--- config.mk ---
export PLATFORM = sky130hd
export DESIGN_NAME = light_pen_locator_flat
export DESIGN_NICKNAME = d
export VERILOG_FILES = /design/src/rtl/light_pen_locator_if.sv /design/src/rtl/light_pen_locator.sv /design/src/flat_wrapper.sv
export SDC_FILE = /design/constraint.sdc
export NUM_CORES = 1
export LEC_CHECK = 0
export CELL_PAD_IN_SITES_DETAIL_PLACEMENT = 0
export CELL_PAD_IN_SITES_GLOBAL_PLACEMENT = 1
export CORE_UTILIZATION = 47
export CTS_BUF_LIST = sky130_fd_sc_hd__clkbuf_4
export DETAILED_ROUTE_END_ITERATION = 10
export GPL_ROUTABILITY_DRIVEN = 0
export PLACE_DENSITY = 0.85
export SKIP_LAST_GASP = 1
export SYNTH_ARGS = -nofsm -noshare
export SYNTH_HDL_FRONTEND = slang
export SYNTH_SLANG_ARGS = --single-unit
export TNS_END_PERCENT = 10
--- constraint.sdc ---
create_clock -name clk -period 2.74 [get_ports clk]
set_input_delay 0.548 -clock clk [delete_from_list [all_inputs] [get_ports clk]]
set_output_delay 0.548 -clock clk [all_outputs]
set_load 0.01 [all_outputs]
--- src/rtl/light_pen_locator_if.sv ---
// Pixel-scan inputs and pen-position outputs of the light-pen locator.
// The hit_cnt signal exists only when LPEN_HIT_COUNT_EN is defined.
interface light_pen_locator_if;
    logic       pen_in;
    logic [5:0] pixel_idx;
    logic       pixel_on;
    logic       frame_start;
    logic [2:0] row_d;
    logic [2:0] col_d;
    logic       pos_valid;
    logic       hit_pulse;
    logic       frame_hit;
`ifdef LPEN_HIT_COUNT_EN
    logic [7:0] hit_cnt;

    modport master (
        output pen_in, pixel_idx, pixel_on, frame_start,
        input  row_d, col_d, pos_valid, hit_pulse, frame_hit, hit_cnt
    );
    modport slave (
        input  pen_in, pixel_idx, pixel_on, frame_start,
        output row_d, col_d, pos_valid, hit_pulse, frame_hit, hit_cnt
    );
`else
    modport master (
        output pen_in, pixel_idx, pixel_on, frame_start,
        input  row_d, col_d, pos_valid, hit_pulse, frame_hit
    );
    modport slave (
        input  pen_in, pixel_idx, pixel_on, frame_start,
        output row_d, col_d, pos_valid, hit_pulse, frame_hit
    );
`endif
endinterface

--- src/rtl/light_pen_locator.sv ---
// Locks onto the 8x8 matrix pixel seen by a light pen; LPEN_HIT_COUNT_EN adds the hit_cnt counter.
// Latency: pen_in reaches the hit logic after 2 sync flops; position outputs update the cycle after frame_start.
// Backpressure: none, every input is sampled on each clock.
module light_pen_locator #(
    parameter int SETTLE_CYC     = 16,
    parameter int CONFIRM_FRAMES = 2,
    parameter int MISS_FRAMES    = 3
) (
    input  logic               clk,
    input  logic               rst,
    light_pen_locator_if.slave bus
);
    localparam logic [7:0] SETTLE_N  = 8'(SETTLE_CYC);
    localparam logic [2:0] CONFIRM_N = 3'(CONFIRM_FRAMES);
    localparam logic [2:0] MISS_N    = 3'(MISS_FRAMES);

    typedef enum logic [1:0] {SEARCH, CONFIRM, LOCKED} state_t;

    logic       pen_meta, pen_s;
    logic       pixel_on_q;
    logic [7:0] dwell;
    logic       armed, frm_hit;
    logic [5:0] frm_pix;
    logic       pix_rise, hit_now, frame_eval;

    state_t     state, state_nx;
    logic [5:0] cand, cand_nx;
    logic [2:0] conf_cnt, conf_nx;
    logic [2:0] miss_cnt, miss_nx;
    logic [2:0] row_q, row_nx, col_q, col_nx;
    logic       pv_q, pv_nx, hp_q, hp_nx, fh_q;

    assign pix_rise   = bus.pixel_on & ~pixel_on_q;
    // The register still holds the previous pixel's saturated count on the rising cycle.
    assign hit_now    = bus.pixel_on & ~pix_rise & ~bus.frame_start & pen_s & (dwell == SETTLE_N);
    assign frame_eval = bus.frame_start & armed;

    always_ff @(posedge clk or posedge rst) begin
        if (rst) begin
            pen_meta   <= 1'b0;
            pen_s      <= 1'b0;
            pixel_on_q <= 1'b0;
            dwell      <= '0;
        end else begin
            pen_meta   <= bus.pen_in;
            pen_s      <= pen_meta;
            pixel_on_q <= bus.pixel_on;
            if (pix_rise)
                dwell <= '0;
            else if (bus.pixel_on && dwell != SETTLE_N)
                dwell <= dwell + 8'd1;
        end
    end

    // Only the first hit of a frame becomes its candidate; the first frame_start after reset just arms.
    always_ff @(posedge clk or posedge rst) begin
        if (rst) begin
            armed   <= 1'b0;
            frm_hit <= 1'b0;
            frm_pix <= '0;
            fh_q    <= 1'b0;
        end else if (bus.frame_start) begin
            armed   <= 1'b1;
            frm_hit <= 1'b0;
            fh_q    <= armed & frm_hit;
        end else if (hit_now && !frm_hit) begin
            frm_hit <= 1'b1;
            frm_pix <= bus.pixel_idx;
        end
    end

    always_ff @(posedge clk or posedge rst) begin
        if (rst) begin
            state    <= SEARCH;
            cand     <= '0;
            conf_cnt <= '0;
            miss_cnt <= '0;
            row_q    <= '0;
            col_q    <= '0;
            pv_q     <= 1'b0;
            hp_q     <= 1'b0;
        end else begin
            state    <= state_nx;
            cand     <= cand_nx;
            conf_cnt <= conf_nx;
            miss_cnt <= miss_nx;
            row_q    <= row_nx;
            col_q    <= col_nx;
            pv_q     <= pv_nx;
            hp_q     <= hp_nx;
        end
    end

    always_comb begin
        state_nx = state;
        cand_nx  = cand;
        conf_nx  = conf_cnt;
        miss_nx  = miss_cnt;
        row_nx   = row_q;
        col_nx   = col_q;
        pv_nx    = pv_q;
        hp_nx    = 1'b0;
        if (frame_eval) begin
            if (!frm_hit) begin
                // A blank frame only counts as a miss while a position is being reported.
                if (pv_q) begin
                    if (miss_cnt + 3'd1 >= MISS_N) begin
                        state_nx = SEARCH;
                        pv_nx    = 1'b0;
                        miss_nx  = '0;
                        conf_nx  = '0;
                    end else begin
                        miss_nx = miss_cnt + 3'd1;
                    end
                end else begin
                    state_nx = SEARCH;
                    conf_nx  = '0;
                end
            end else begin
                miss_nx = '0;
                case (state)
                    LOCKED: begin
                        if (frm_pix != {row_q, col_q}) begin
                            state_nx = CONFIRM;
                            cand_nx  = frm_pix;
                            conf_nx  = 3'd1;
                        end
                    end
                    CONFIRM: begin
                        if (frm_pix == cand) begin
                            conf_nx = conf_cnt + 3'd1;
                        end else begin
                            cand_nx = frm_pix;
                            conf_nx = 3'd1;
                        end
                    end
                    default: begin
                        state_nx = CONFIRM;
                        cand_nx  = frm_pix;
                        conf_nx  = 3'd1;
                    end
                endcase
                if (state_nx == CONFIRM && conf_nx >= CONFIRM_N) begin
                    state_nx         = LOCKED;
                    {row_nx, col_nx} = cand_nx;
                    pv_nx            = 1'b1;
                    hp_nx            = 1'b1;
                end
            end
        end
    end

    assign bus.row_d     = row_q;
    assign bus.col_d     = col_q;
    assign bus.pos_valid = pv_q;
    assign bus.hit_pulse = hp_q;
    assign bus.frame_hit = fh_q;

`ifdef LPEN_HIT_COUNT_EN
    logic [7:0] hit_cnt_q;

    always_ff @(posedge clk or posedge rst) begin
        if (rst)
            hit_cnt_q <= '0;
        else if (hp_q)
            hit_cnt_q <= hit_cnt_q + 8'd1;
    end

    assign bus.hit_cnt = hit_cnt_q;
`else
    // Build without the lock-event counter.
`endif
endmodule

--- src/flat_wrapper.sv ---
// flat-port wrapper written by rule: the top's interface ports become plain ports
module light_pen_locator_flat 
#(
    parameter int SETTLE_CYC     = 16,
    parameter int CONFIRM_FRAMES = 2,
    parameter int MISS_FRAMES    = 3
)
  (clk, rst, bus_pen_in, bus_pixel_idx, bus_pixel_on, bus_frame_start, bus_row_d, bus_col_d, bus_pos_valid, bus_hit_pulse, bus_frame_hit);
  light_pen_locator_if bus_i ();
  input  logic clk;
  input  logic rst;
  input wire logic [$bits(bus_i.pen_in)-1:0] bus_pen_in;
  input wire logic [$bits(bus_i.pixel_idx)-1:0] bus_pixel_idx;
  input wire logic [$bits(bus_i.pixel_on)-1:0] bus_pixel_on;
  input wire logic [$bits(bus_i.frame_start)-1:0] bus_frame_start;
  output wire logic [$bits(bus_i.row_d)-1:0] bus_row_d;
  output wire logic [$bits(bus_i.col_d)-1:0] bus_col_d;
  output wire logic [$bits(bus_i.pos_valid)-1:0] bus_pos_valid;
  output wire logic [$bits(bus_i.hit_pulse)-1:0] bus_hit_pulse;
  output wire logic [$bits(bus_i.frame_hit)-1:0] bus_frame_hit;
  assign bus_i.pen_in = bus_pen_in;
  assign bus_i.pixel_idx = bus_pixel_idx;
  assign bus_i.pixel_on = bus_pixel_on;
  assign bus_i.frame_start = bus_frame_start;
  assign bus_row_d = bus_i.row_d;
  assign bus_col_d = bus_i.col_d;
  assign bus_pos_valid = bus_i.pos_valid;
  assign bus_hit_pulse = bus_i.hit_pulse;
  assign bus_frame_hit = bus_i.frame_hit;
  light_pen_locator #(.SETTLE_CYC(SETTLE_CYC), .CONFIRM_FRAMES(CONFIRM_FRAMES), .MISS_FRAMES(MISS_FRAMES)) u_core (.clk(clk), .rst(rst), .bus(bus_i));
endmodule
==> qor.csv <==
metric,value,unit
use_met3,4.47,%
postCtsSetupBuffers,0,
worst_ep_required_time,2.98,ns
yosysUniqueCellTypes,43,
startpoint,u_core.frm_pix[2]$_DFFE_PP0P_,
area_growth,16.2,%
drive_gt1_share,14.9,%
io_buffers,19,
die_height,70.3,um
slew_viol_final,0,
r2r_cells,7,
antenna_found_initial,0,
yosys-top-cells-count,"dfrtp_1, nand2_1, inv_1, o21ai_0, xor2_1",
register_area,1050,um2
gr-usage-met2,28.7,%
rsz0062_at_grt,false,
yosysWarningCount,0,
rows,24,
yosysMostFrequentCell,dfrtp_1,
grt_pass1_wl,7.64,mm
max-vdd-ir-drop,0.350,mV
hold_start,u_core.pen_meta$_DFF_PP0_,
hpwl,3.19,mm
multi_input_area,1060,um2
ios,20,
ant_nets,0,
period_share,90.6,%
core_area,4410,um2
tritoncts,built,
setup_tns,0,ns
grt_max_degree,43,
use_met1,29.6,%
seq_area_frac_synth,48.0,%
powerDensity,535,nW/um2
hold_path.class,flip-flop to flip-flop,
ys_ff_latch,42,
setup_ws,0.258,ns
vias,1639,
gr-total-overflow,0,
dr.pass1.iters,4,
htree_levels,2,
outcome,"finished, final reports clean",
wire_per_inst,15.1,um
clk_latency,0.35,ns
routed_wirelength,4.42,mm
setup_violations,0,
synthesis.nets,228,
skew,0.00985,ns
hold_path_end,u_core.pen_s$_DFF_PP0_,
cts_resized,0,
cts_hold_buf,0,
grt_pass1_vias,1592,
hold_viol,0,
critPathMaxFanout,8,
cts.path.max_buffers,2,
n_fill_cell,393,
r2r-start,u_core.frm_pix[2]$_DFFE_PP0P_,
drt_iter0_markers,81,
clk_pin_slew,0.12,ns
fin_crit,2.48,ns
drv_cap,0,
r2r_end,u_core.bus.col_d[0]$_DFFE_PP0P_,
die_x,70.3,um
fin_util,57.6,%
end_kind,flip-flop,
synthFlopType,dfrtp_1,
clock_sinks,42,
postSynthAreaPerCell,10.4,um2
grt-busiest-layer,met1,
dp_slack,0.280,ns
synth_top_cell_by_area,dfrtp_1,
worstMarginPinSlew,0.570,ns
synth-edff-count,0,
syn_inst,210,
place_area,2490,um2
synthesis.area,2190,um2
avgViaCountPerCell,5.59,
synth_area_leaders,"dfrtp_1, mux2_2, xor2_1, ha_1, o21ai_0",
timing.fmax,403,MHz
crit_arrival,2.72,ns
postLayoutCellArea,2540,um2
final_nets,258,
cts_buffers,5,
ff2ff_setup_slack,0.26,ns
drcViolationCount,0,
power_leakage,1.18,nW
async_flop_share,100,%
initial_core_util,49.6,%
path_class,flip-flop to flip-flop,
fp.dieArea,4940,um2
synth_top_cell_area_share,48.0,%
clock-root-buffer,clkbuf_4,
diodes,0,
cp-start-kind,flip-flop,
slew_headroom,61.8,%
min_delay_path_depth,0,
track_usage,19.9,%
## how the worst max path moves through the flow
stage	to	slack [ns]	depth (start not counted)
3_5_place_dp	u_core.bus.col_d[1]$_DFFE_PP0P_	0.28	7
4_1_cts	u_core.bus.col_d[0]$_DFFE_PP0P_	0.25	7
6_report	u_core.bus.col_d[0]$_DFFE_PP0P_	0.26	7
2_1_floorplan	u_core.bus.col_d[0]$_DFFE_PP0P_	0.41	6
5_1_grt	u_core.bus.col_d[1]$_DFFE_PP0P_	0.13	7
3_3_place_gp	u_core.bus.col_d[1]$_DFFE_PP0P_	0.36	7
## flip-flops by register name (all words and copies together), names as in the netlist, 2 cells and up
name              count
u_core.bus.row_d      3
u_core.dwell          8
u_core.miss_cnt       3
u_core.conf_cnt       3
u_core.state          2
u_core.cand           6
u_core.bus.col_d      3
u_core.frm_pix        6
## worst max-delay path, stage by stage, from the launching register on
cell and delay (ns):
dfrtp_1 0.45, xor2_1 0.17, nor4_2 0.38, nand3_2 0.18
o22a_1 0.29, a2111oi_4 0.33, buf_4 0.23, mux2_2 0.35
## cells by family (layout without fill, tap and decap cells)
kind of cell / count (synthesis) / count (layout) / synth area share (%)
AND/OR/NAND/NOR: 60 / 60 / 14.3
flip-flops: 42 / 42 / 48.0
multiplexers: 15 / 15 / 7.60
AO/OA/AOI/OAI: 51 / 51 / 16.7
buffers and inverters: 20 / 51 / 3.43
adder cells (fa/ha/maj): 7 / 7 / 4.00
XOR/XNOR: 15 / 15 / 6.00
## routing by layer
metal	wire length, um	vias up
met5	0	-
met1	2310	798
li1	-	809
met4	44	0
met2	1950	27
met3	118	5
## placed cells by master, fill, tap and decap left out, types with 7 or more instances in the layout
cell	n
o21ai_0	15
ha_1	7
inv_1	16
nor2_1	12
clkdlybuf4s50_1	19
dfrtp_1	42
xor2_1	15
nand2_1	18
a21oi_1	8
mux2_2	13
buf_4	8
a22o_1	8
## report_power, final
group,internal [mW],total (mW),leakage (nW),switching [mW]
registers,0.679,0.761,0.561,0.0817
logic,0.150,0.302,0.588,0.152
clock network,0.0955,0.298,0.0286,0.202
## metrics by stage
| stage | power, mW | cells | hold WS, ns |
|---|---|---|---|
| final | 1.36 | 293 | 0.366 |
| after global routing | 1.45 | 293 | 0.394 |
| after CTS | 1.38 | 293 | 0.373 |
| after detailed placement | 1.07 | 285 | 0.345 |
| after global placement | 1.06 | 285 | 0.332 |
| after floorplan | 0.978 | 210 | 0.331 |
## layout make-up
type	count	share of cell area (%)
sequential	42	41.3
clock inverter	3	0.639
multi-input combinational	148	41.8
clock buffer	5	1.48
inverter	16	2.36
tap	52	2.56
timing repair buffer	27	9.84
No activity file was read; power rests on OpenSTA's default activity.
